`config.mk`:
```
export PLATFORM = sky130hd
export DESIGN_NAME = fetch_stage_flat
export DESIGN_NICKNAME = d
export VERILOG_FILES = /design/src/rtl/fetch_stage_pkg.sv /design/src/rtl/fetch_stage_if.sv /design/src/rtl/fetch_stage_if_id.sv /design/src/rtl/fetch_stage.sv /design/src/flat_wrapper.sv
export SDC_FILE = /design/constraint.sdc
export NUM_CORES = 1
export LEC_CHECK = 0
export ABC_CLOCK_PERIOD_IN_PS = 1700
export BUFFER_PORTS_ARGS = -buffer_cell sky130_fd_sc_hd__buf_4
export CAP_MARGIN = 20
export CORE_MARGIN = 2
export CORE_UTILIZATION = 49
export DETAILED_ROUTE_END_ITERATION = 8
export GPL_TIMING_DRIVEN = 1
export MAX_ROUTING_LAYER = met4
export PLACE_DENSITY = 0.76
export SLEW_MARGIN = 5
export SYNTH_ARGS = -nofsm -noshare
export SYNTH_HDL_FRONTEND = slang
export SYNTH_SLANG_ARGS = --single-unit
```
`constraint.sdc`:
```
create_clock -name clk -period 1.7 [get_ports clk]
set_input_delay 0.17 -clock clk [delete_from_list [all_inputs] [get_ports clk]]
set_output_delay 0.17 -clock clk [all_outputs]
set_load 0.005 [all_outputs]
```
`src/rtl/fetch_stage_pkg.sv`:
```
// fetch_stage_pkg: fetch FSM states and instruction field constants shared by fetch and decode.
package fetch_stage_pkg;
    typedef enum logic [1:0] {FETCH, HELD, DISCARD} fetch_state_e;
    localparam int INSTR_W = 32;
    localparam logic [INSTR_W-1:0] NOP_INSTR = 32'h0;
    localparam int OPC_MSB = 31;
    localparam int OPC_LSB = 26;
endpackage

```
`src/rtl/fetch_stage_if.sv`:
```
// fetch_stage_if: instruction-memory request/response bus between the fetch stage and imem.
interface fetch_stage_if;
    import fetch_stage_pkg::*;
    logic               imem_req;
    logic [31:0]        imem_addr;
    logic [INSTR_W-1:0] imem_rdata;
    logic               imem_valid;
    modport master (output imem_req, imem_addr, input imem_rdata, imem_valid);
    modport slave  (input imem_req, imem_addr, output imem_rdata, imem_valid);
endinterface

```
`src/rtl/fetch_stage_if_id.sv`:
```
// if_id_reg: IF/ID pipeline register; clear beats load, otherwise the contents hold.
module if_id_reg
    import fetch_stage_pkg::*;
(
    input  logic               clk,
    input  logic               rst,
    input  logic               load_i,
    input  logic               clear_i,
    input  logic [INSTR_W-1:0] instr_i,
    input  logic [31:0]        pc_plus4_i,
    output logic [INSTR_W-1:0] instr_o,
    output logic [31:0]        pc_plus4_o,
    output logic               valid_o
);
    logic [INSTR_W-1:0] instr_q;
    logic [31:0]        pc_plus4_q;
    logic               valid_q;

    // A clear keeps pc_plus4 so a later jump still sees a defined region.
    always_ff @(posedge clk) begin
        if (rst) begin
            instr_q    <= NOP_INSTR;
            pc_plus4_q <= '0;
            valid_q    <= 1'b0;
        end else if (clear_i) begin
            instr_q <= NOP_INSTR;
            valid_q <= 1'b0;
        end else if (load_i) begin
            instr_q    <= instr_i;
            pc_plus4_q <= pc_plus4_i;
            valid_q    <= 1'b1;
        end
    end

    assign instr_o    = instr_q;
    assign pc_plus4_o = pc_plus4_q;
    assign valid_o    = valid_q;
endmodule

```
`src/rtl/fetch_stage.sv`:
```
// fetch_stage: MIPS IF stage and IF/ID register over a variable-latency imem handshake.
// Define FETCH_PERF_CNT_EN to add the perf_fetched/perf_stall counters.
module fetch_stage
    import fetch_stage_pkg::*;
#(
    parameter logic [31:0] RESET_PC = 32'h0000_0000
) (
    input  logic               clk,
    input  logic               rst,
    fetch_stage_if.master      imem,
    input  logic               stall,
    input  logic               branch_taken,
    input  logic [31:0]        branch_target,
    input  logic               jump,
    output logic [INSTR_W-1:0] if_id_instr,
    output logic [31:0]        if_id_pc_plus4,
    output logic               if_id_valid,
`ifdef FETCH_PERF_CNT_EN
    output logic [31:0]        perf_fetched,
    output logic [31:0]        perf_stall,
`endif
    output logic [5:0]         opcode
);
    fetch_state_e       state_q, state_d;
    logic [31:0]        req_addr_q, req_addr_d, tgt_q, tgt_d, target;
    logic [INSTR_W-1:0] hold_q, hold_d, load_instr;
    logic               redirect, load, clear;

    assign redirect = branch_taken | jump;
    // The branch is older than the jump sitting in decode, so it wins.
    assign target = branch_taken ? branch_target : {if_id_pc_plus4[31:28], if_id_instr[25:0], 2'b00};
    assign imem.imem_req  = !rst && (state_q != HELD);
    assign imem.imem_addr = req_addr_q;
    assign opcode = if_id_instr[OPC_MSB:OPC_LSB];

    always_comb begin
        state_d    = state_q;
        req_addr_d = req_addr_q;
        tgt_d      = tgt_q;
        hold_d     = hold_q;
        load       = 1'b0;
        clear      = 1'b0;
        load_instr = imem.imem_rdata;
        if (redirect) begin
            clear      = 1'b1;
            tgt_d      = target;
            hold_d     = NOP_INSTR;
            state_d    = (state_q == HELD || imem.imem_valid) ? FETCH : DISCARD;
            req_addr_d = (state_q == HELD || imem.imem_valid) ? target : req_addr_q;
        end else begin
            case (state_q)
                FETCH: begin
                    if (imem.imem_valid && stall) begin
                        hold_d  = imem.imem_rdata;
                        state_d = HELD;
                    end else if (imem.imem_valid) begin
                        load       = 1'b1;
                        req_addr_d = req_addr_q + 32'd4;
                    end else begin
                        // No word this cycle: decode sees a bubble unless it is stalled.
                        clear = !stall;
                    end
                end
                HELD: begin
                    if (!stall) begin
                        load       = 1'b1;
                        load_instr = hold_q;
                        hold_d     = NOP_INSTR;
                        req_addr_d = req_addr_q + 32'd4;
                        state_d    = FETCH;
                    end
                end
                DISCARD: begin
                    clear = 1'b1;
                    if (imem.imem_valid) begin
                        req_addr_d = tgt_q;
                        state_d    = FETCH;
                    end
                end
                default: state_d = FETCH;
            endcase
        end
    end

    always_ff @(posedge clk) begin
        if (rst) begin
            state_q    <= FETCH;
            req_addr_q <= RESET_PC;
            tgt_q      <= RESET_PC;
            hold_q     <= NOP_INSTR;
        end else begin
            state_q    <= state_d;
            req_addr_q <= req_addr_d;
            tgt_q      <= tgt_d;
            hold_q     <= hold_d;
        end
    end

    if_id_reg u_if_id (
        .clk        (clk),
        .rst        (rst),
        .load_i     (load),
        .clear_i    (clear),
        .instr_i    (load_instr),
        .pc_plus4_i (req_addr_q + 32'd4),
        .instr_o    (if_id_instr),
        .pc_plus4_o (if_id_pc_plus4),
        .valid_o    (if_id_valid)
    );

`ifdef FETCH_PERF_CNT_EN
    logic [31:0] perf_fetched_q, perf_stall_q;

    always_ff @(posedge clk) begin
        if (rst) begin
            perf_fetched_q <= '0;
            perf_stall_q   <= '0;
        end else begin
            perf_fetched_q <= perf_fetched_q + {31'd0, load};
            perf_stall_q   <= perf_stall_q + {31'd0, stall && if_id_valid};
        end
    end

    assign perf_fetched = perf_fetched_q;
    assign perf_stall   = perf_stall_q;
`endif
endmodule

```
`src/flat_wrapper.sv`:
```
// flat-port wrapper written by rule: the top's interface ports become plain ports
module fetch_stage_flat import fetch_stage_pkg::*;
#(
    parameter logic [31:0] RESET_PC = 32'h0000_0000
)
  (clk, rst, stall, branch_taken, branch_target, jump, if_id_instr, if_id_pc_plus4, if_id_valid, opcode, imem_imem_req, imem_imem_addr, imem_imem_rdata, imem_imem_valid);
  fetch_stage_if imem_i ();
  input  logic clk;
  input  logic rst;
  input  logic stall;
  input  logic branch_taken;
  input  logic [31:0] branch_target;
  input  logic jump;
  output logic [INSTR_W-1:0] if_id_instr;
  output logic [31:0] if_id_pc_plus4;
  output logic if_id_valid;
  output logic [5:0] opcode;
  output wire logic [$bits(imem_i.imem_req)-1:0] imem_imem_req;
  output wire logic [$bits(imem_i.imem_addr)-1:0] imem_imem_addr;
  input wire logic [$bits(imem_i.imem_rdata)-1:0] imem_imem_rdata;
  input wire logic [$bits(imem_i.imem_valid)-1:0] imem_imem_valid;
  assign imem_imem_req = imem_i.imem_req;
  assign imem_imem_addr = imem_i.imem_addr;
  assign imem_i.imem_rdata = imem_imem_rdata;
  assign imem_i.imem_valid = imem_imem_valid;
  fetch_stage #(.RESET_PC(RESET_PC)) u_core (.clk(clk), .rst(rst), .imem(imem_i), .stall(stall), .branch_taken(branch_taken), .branch_target(branch_target), .jump(jump), .if_id_instr(if_id_instr), .if_id_pc_plus4(if_id_pc_plus4), .if_id_valid(if_id_valid), .opcode(opcode));
endmodule
```
==> metrics.md, run 1 <==
| Metric | Value |
|---|---|
| DRC viols | `0` |
| Met2 Usage GRT | `43.7%` |
| Final Non-Filler Cells | `1383` |
| Worst Path Required | `2.02 ns` |
| H-tree levels | `4` |
| Vias in the first global route | `7332` |
| Nets@finish | `1230` |
| Reg2Reg Depth | `7` |
| CP startpoint | `u_core.imem.imem_addr[3]$_SDFFE_PP0P_` |
| # Max-Cap Violations | `0` |
| Core area | `0.0153 mm²` |
| VDD IR max | `0.670 mV` |
| # fillers | `1163` |
| Post-synth top area share | `42.5%` |
| Most common cell in the netlist | `dfxtp_1` |
| Least-Margin Pin Slew | `0.484 ns` |
| DRT iter0 DRCs | `938` |
| Root buf cell | `clkbuf_16` |
| Global-route wire length before repair | `37700 µm` |
| Clk buf depth | `2` |
| Avg Cell Area, Syn | `8.31 µm²` |
| Sequential share of the synthesized area | `42.5%` |
| Number of synthesized flops with an enable pin | `0` |
| Worst-path fanout max | `5` |
| Net Sw Frac | `25.7%` |
| Final hold vios | `0` |
| IO Count | `174` |
| Global route hottest layer | `met2` |
| Synthesized flop and latch total | `163` |
| Tot GR Track Use | `29.4%` |
| Initial antenna violation count | `0` |
| Synth top area cells | `dfxtp_1 42%, a21oi_1 6.6%, nor2_1 5.6%, a22oi_1 4.0%, nand2_1 4.0%` |
| Status | `complete, but fails checks` |
| Die Footprint | `0.0167 mm²` |
| Switch Pwr | `2410 µW` |
| Post-synth top area cell | `dfxtp_1` |
| I/O Buffers | `173` |
| Failing checks | `negative setup slack` |
| Fin crit share | `110%` |
| Asr flop ratio synth | `0%` |
| Crit path DAT | `2.18 ns` |
| Starting density of the core | `50.4%` |
| Final worst-path setup slack | `-0.164 ns` |
| Routed vias | `8099` |
| Skew-Pair Late Insertion Delay | `0.43 ns` |
| Syn Std Cell Area | `0.00769 mm²` |
| CTS sink cnt | `163` |
| Antenna Nets Post-Route | `0` |
| HP Class | `in -> reg` |
| Chip Height | `129 µm` |
| Crit Path Category | `reg -> reg` |
| Hpwl dp | `16700 µm` |
| ANT cells | `0` |
| Hold_sp | `imem_imem_rdata[1]` |
| CTS tree | `done` |
| RD Place Congestion | `0.879` |
| Post-route cell area | `0.0109 mm²` |
| Layout area overhead | `42.4%` |
| CP endpoint kind | `flop` |
| Vias per cell | `5.86` |
| CP Launch Type | `flop` |
| Num CTS Buffers | `17` |
| Top post-synthesis cells by count | `163 x dfxtp_1, 115 x nor2_1, 102 x a21oi_1, 81 x nand2_1, 52 x clkbuf_1` |
| Combinational share of power | `14.4%` |
| Reg-to-reg startpoint | `u_core.imem.imem_addr[3]$_SDFFE_PP0P_` |
| Grt ovf | `0` |
| Power per cell area | `858 mW/mm²` |
| Unrepaired setup endpoints after global routing | `yes` |
| Fmax | `0.537 GHz` |
| DRT Wirelength | `24900 µm` |
| Area after DPL | `0.00983 mm²` |
| Synth warn | `0` |
| Worst-path clk slew | `0.06 ns` |
| Post-Place Cells | `1325` |
| Dominant synthesized flop cell | `dfxtp_1` |
| Pleak | `0.00428 µW` |
| Share of cells above drive strength 1 | `32.8%` |
| Slew Limit Headroom | `67.4%` |
| Tmin final | `1.86 ns` |
| Setup-failing EPs final | `14` |
| Largest net degree at the start of global routing | `100` |
| Clock share of power | `42.3%` |
| Standard-cell row count | `45` |
| Initial DRT Pass Iterations | `5` |
| Sequential power share | `43.3%` |
| Die Width | `129 µm` |
| Yosys cell types | `62` |
| Fin Clk Skew | `0.00891 ns` |
| Min-Delay Path Depth | `3` |
| WL per Instance | `18.0 µm` |
| Met3 usage | `5.04%` |
| Count of final max-slew check failures | `0` |
| Syn_nets | `996` |
| Synth Instances | `925` |
| Int Power | `6980 µW` |
| Hold WS | `0.00290 ns` |
| Met1 usage | `40.0%` |
[final timing paths]
check,end,slack (ns)
max,u_core.imem.imem_addr[8]$_SDFFE_PP0P_,-0.16
min,u_core.hold_q[1]$_SDFFE_PP0P_,0.003
max reg2reg,u_core.imem.imem_addr[8]$_SDFFE_PP0P_,-0.16
min reg2reg,u_core.u_if_id.pc_plus4_o[0]$_SDFFE_PP0P_,0.46
[final cells by class]
| class | instances | area [µm²] | share of cell area, % |
|---|---|---|---|
| multi-input combinational | 656 | 4200 | 38.3 |
| sequential | 163 | 3290 | 30.0 |
| timing repair buffer | 305 | 2520 | 23.1 |
| clock buffer | 21 | 492 | 4.49 |
| tap | 211 | 264 | 2.41 |
| clock inverter | 11 | 123 | 1.12 |
| inverter | 16 | 60.1 | 0.549 |
[layout by cell type (no fill, tap or decap), types with 4 or more instances in the layout]
cell type      instances
and3_1                 8
nor4_4                 7
inv_1                 15
or3_1                  5
clkinvlp_4             4
nor2_2                 4
a311oi_1               7
dlygate4sd3_1         18
clkbuf_16             18
nand4_1                5
dfxtp_1              151
a31oi_1                9
a211oi_2               7
o32ai_1                4
a221oi_1               8
nand2_1               80
a211oi_1              37
dfxtp_4                4
mux2i_1               12
nor3_1                 8
a21oi_1              100
xnor2_1               15
buf_12                13
xor2_1                10
dfxtp_2                8
nor2_1               113
buf_6                  5
o21ai_1                5
buf_4                268
a22oi_1               41
nand2b_1              24
nor3_2                 4
a21o_1                 5
nand3_1               12
o221ai_1              32
o21ai_0               40
[flip-flops by register name, summed over array words and instances, names as in the netlist]
signal	cells
u_core.u_if_id.pc_plus4_o	32
u_core.u_if_id.instr_o	32
u_core.hold_q	32
u_core.u_if_id.valid_o	1
u_core.tgt_q	32
u_core.state_q	2
u_core.imem.imem_addr	32
[layer usage]
layer,share of wire (%),vias up
met5,0,-
li1,-,3847
met3,7.8,51
met2,47,376
met4,2.7,0
met1,43,3825
[worst max-delay path: stages, from the launching register on]
cell and delay (ns):
dfxtp_4 0.38, ha_4 0.15, nand3_4 0.13, buf_4 0.20, or3_4 0.34, a31oi_1 0.21
nor3_1 0.10, nor3_1 0.25
[through the flow]
stage / TNS [ns] / total power (µW) / worst slack (ns) / utilization, %
floorplan: 0 / 4750 / 0.0149 / -
global placement: -0.164 / 5360 / -0.0900 / 64.4
detailed placement: -0.901 / 5380 / -0.0962 / 64.4
CTS: -0.0864 / 9350 / -0.0262 / 70.3
global route: -2.97 / 9690 / -0.197 / 71.7
finish: -0.607 / 9390 / -0.164 / 71.7
[power groups by stage]
stage / Sequential (µW) / Combinational, µW / Clock (µW)
6_report: 4070 / 1350 / 3970
5_1_grt: 4080 / 1450 / 4160
4_1_cts: 4070 / 1290 / 3990
3_5_place_dp: 4150 / 1230 / 0
3_3_place_gp: 4140 / 1210 / 0
2_1_floorplan: 4160 / 593 / 0
[repair_timing]
action,CTS,global route
cloned,0,0
buffers inserted,3,5
gates resized for setup,23,36
hold buffers,18,0
endpoints found under the hold margin,18,0
setup endpoints to repair,61,85
pin swaps,4,16
[logic make-up (layout without fill, tap and decap cells)]
group                      count (synthesis)  in the layout  share of synthesized area, %
AOI/OAI and AO/OA                        308            308                          26.5
and+or+nand+nor                          306            306                          19.8
buffers and inverters                    106            353                          6.19
DFF                                      163            163                          42.5
muxes                                     14             14                          1.86
adders and majority gates                  1              1                         0.163
xor gates and xnor gates                  27             27                          3.08
(Power assumes the default switching activity.)
==> inputs of run 2 (changes only) <==
Settings changed: ABC_CLOCK_PERIOD_IN_PS 1700 to 2009, CORE_UTILIZATION 49 to 54, GPL_TIMING_DRIVEN 1 to 0, HOLD_SLACK_MARGIN from default to 0.1, PLACE_DENSITY 0.76 to 0.8.
Clock period 1.7 ns to 2.01 ns, I/O delays scaled along.
==> run 2 against run 1 <==
Compared with the run above:
- the run now ends clean
- register-to-register slack better by 0.24 ns
- total power down 15%
- first-iteration DRC count down 0.64%
- count of clock-buffer cells in the layout up 2
- flip-flop and latch count unchanged
- non-clock buffer count up 21
- combinational power down 22%
- clock power down 13%
- global-route usage up 5.4 points
- critical path type unchanged
==> metrics.md, run 2 (synthesized netlist as in run 1, its figures left out) <==
| Metric | Value |
|---|---|
| Status | `complete, no violations (was complete, but fails checks)` |
| Clk buf depth | `2 (unchanged)` |
| Unrepaired setup endpoints after global routing | `yes (unchanged)` |
| Worst-path cell chain | `buf_2 -> inv_1 -> a31oi_2 -> nand2_2 -> a2111oi_1 -> a211oi_1 (was ha_4 -> nand3_4 -> buf_4 -> or3_4 -> a31oi_1 -> nor3_1 -> nor3_1)` |
| Worst-path fanout max | `9 (was 5)` |
| Max incr delay on CP | `0.57 ns (was 0.38 ns)` |
| Worst path slowest cell | `a2111oi_1 (was dfxtp_4)` |
| Share of cells above drive strength 1 | `25.8% (was 32.8%)` |
| Die Width | `123 µm (was 129 µm)` |
| Die Footprint | `0.0152 mm² (was 0.0167 mm²)` |
| Initial DRT Pass Iterations | `6 (was 5)` |
| Tmin final | `1.94 ns (was 1.86 ns)` |
| Hpwl dp | `18000 µm (was 16700 µm)` |
| Starting density of the core | `55.4% (was 50.4%)` |
| Slew Limit Headroom | `47.4% (was 67.4%)` |
| IO Count | `174 (unchanged)` |
| I/O Buffers | `173 (unchanged)` |
| # Max-Cap Violations | `0 (unchanged)` |
| Core area | `0.0139 mm² (was 0.0153 mm²)` |
| Chip Height | `123 µm (was 129 µm)` |
| Final hold vios | `0 (unchanged)` |
| WL per Instance | `19.1 µm (was 18.0 µm)` |
| Crit path DAT | `2.22 ns (was 2.18 ns)` |
| Worst Path Required | `2.30 ns (was 2.02 ns)` |
| Root buf cell | `clkbuf_16 (unchanged)` |
| Num CTS Buffers | `17 (unchanged)` |
| CP endpoint kind | `flop (unchanged)` |
| Post-route cell area | `0.0106 mm² (was 0.0109 mm²)` |
| Worst-path clk slew | `0.06 ns (about the same)` |
| Commonest non-fill, non-tap cell in the layout | `buf_4 (unchanged)` |
| Count of final max-slew check failures | `0 (unchanged)` |
| Vias per cell | `6.12 (was 5.86)` |
| H-tree levels | `4 (unchanged)` |
| Least-Margin Pin Slew | `0.789 ns (was 0.484 ns)` |
| Antenna Nets Post-Route | `0 (unchanged)` |
| Skew-Pair Late Insertion Delay | `0.43 ns (about the same)` |
| Tot GR Track Use | `34.8% (was 29.4%)` |
| Power per cell area | `751 mW/mm² (was 858 mW/mm²)` |
| CP Launch Type | `flop (unchanged)` |
| DRC viols | `0 (unchanged)` |
| Crit Path Category | `reg -> reg (unchanged)` |
| Fin Clk Skew | `0.00729 ns (was 0.00891 ns)` |
| Global-route wire length before repair | `39600 µm (was 37700 µm)` |
| Layout area overhead | `38.0% (was 42.4%)` |
| Setup TNS | `0 ns (was -0.607 ns)` |
| VDD IR max | `0.553 mV (was 0.670 mV)` |
| Largest net degree at the start of global routing | `17 (was 100)` |
| Grt ovf | `0 (unchanged)` |
| Vias in the first global route | `7609 (was 7332)` |
| Standard-cell row count | `43 (was 45)` |
| Pleak | `0.00409 µW (was 0.00428 µW)` |
| Commonest cells after routing, fill and taps aside | `198 x buf_4, 153 x dfxtp_1, 111 x nor2_1 (was 268 x buf_4, 151 x dfxtp_1, 113 x nor2_1)` |
| Final Core Density | `76.4% (was 71.7%)` |
| DRT Wirelength | `26200 µm (was 24900 µm)` |
| ANT cells | `0 (unchanged)` |
| CP top delay family | `compound AO/OA/AOI/OAI gates (was simple AND/OR/NAND/NOR gates)` |
| Fin crit share | `96.4% (was 110%)` |
| CTS sink cnt | `163 (unchanged)` |
| Initial antenna violation count | `0 (unchanged)` |
| Fmax | `0.516 GHz (was 0.537 GHz)` |
| CTS tree | `done (unchanged)` |
| Routed vias | `8399 (was 8099)` |
| DRT iter0 DRCs | `932 (was 938)` |
| Area after DPL | `0.00921 mm² (was 0.00983 mm²)` |
| Setup-failing EPs final | `0 (was 14)` |
| Crit path buf inv count | `2 (was 1)` |
| RD Place Congestion | `0.922 (was 0.879)` |
| HP Class | `in -> reg (unchanged)` |
| Nets@finish | `1251 (was 1230)` |
==> run 2: path summary, 6_finish.rpt <==
path / depth (start not counted) / slack (ns) / to / from
min: 3 / 0.12 / u_core.tgt_q[25]$_SDFFE_PP0N_ / branch_target[25]
max: 6 / 0.07 / u_core.imem.imem_addr[6]$_SDFFE_PP0P_ / u_core.state_q[1]$_SDFFE_PP0P_
max reg2reg: 6 / 0.07 / u_core.imem.imem_addr[6]$_SDFFE_PP0P_ / u_core.state_q[1]$_SDFFE_PP0P_
min reg2reg: 2 / 0.46 / u_core.u_if_id.pc_plus4_o[1]$_SDFFE_PP0P_ / u_core.u_if_id.pc_plus4_o[1]$_SDFFE_PP0P_
==> run 2: cell type report <==
| class | instances | area [µm²] |
|---|---|---|
| Multi-Input combinational cell | 656 | 4070 |
| Sequential cell | 163 | 3280 |
| Fill cell | 992 | 3270 |
| Timing Repair Buffer | 237 | 1910 |
| Clock buffer | 23 | 458 |
| Buffer | 89 | 450 |
| Tap cell | 180 | 225 |
| Clock inverter | 9 | 154 |
| Inverter | 16 | 60.1 |
==> run 2: power breakdown <==
part	switching [µW]	internal [µW]
clock network	1330	2110
logic	564	486
registers	129	3350
total	2020	5950
==> run 2: worst min-delay path, cell delays in order <==
cell and delay, ns:
buf_4 0.11, nor2_1 0.12, a211oi_1 0.07
==> run 2: what timing repair did <==
item / 4_1_cts / 5_1_grt
hold buffers: 53 / 0
pin swaps: 2 / 4
setup endpoints to repair: 86 / 97
gates resized for setup: 25 / 45
setup buffers: 5 / 6
endpoints found under the hold margin: 54 / 0
==> run 2: per-stage QoR <==
step	setup WS (ns)	hold slack, ns	instances	power (µW)
global route	-0.0432	0.127	1373	8180
CTS	0.00337	0.105	1368	7890
floorplan	0.179	0.344	925	4010
finish	0.0727	0.121	1373	7970
detailed placement	-0.514	0.447	1278	4430
global placement	-0.528	0.446	1278	4420
==> run 2: layer usage <==
layer	up-vias	global-route usage (%)	wire, µm
met2	531	52.4	12100
met5	-	-	0
li1	3875	-	-
met3	90	6.83	2640
met4	0	14.6	902
met1	3903	45.9	10500
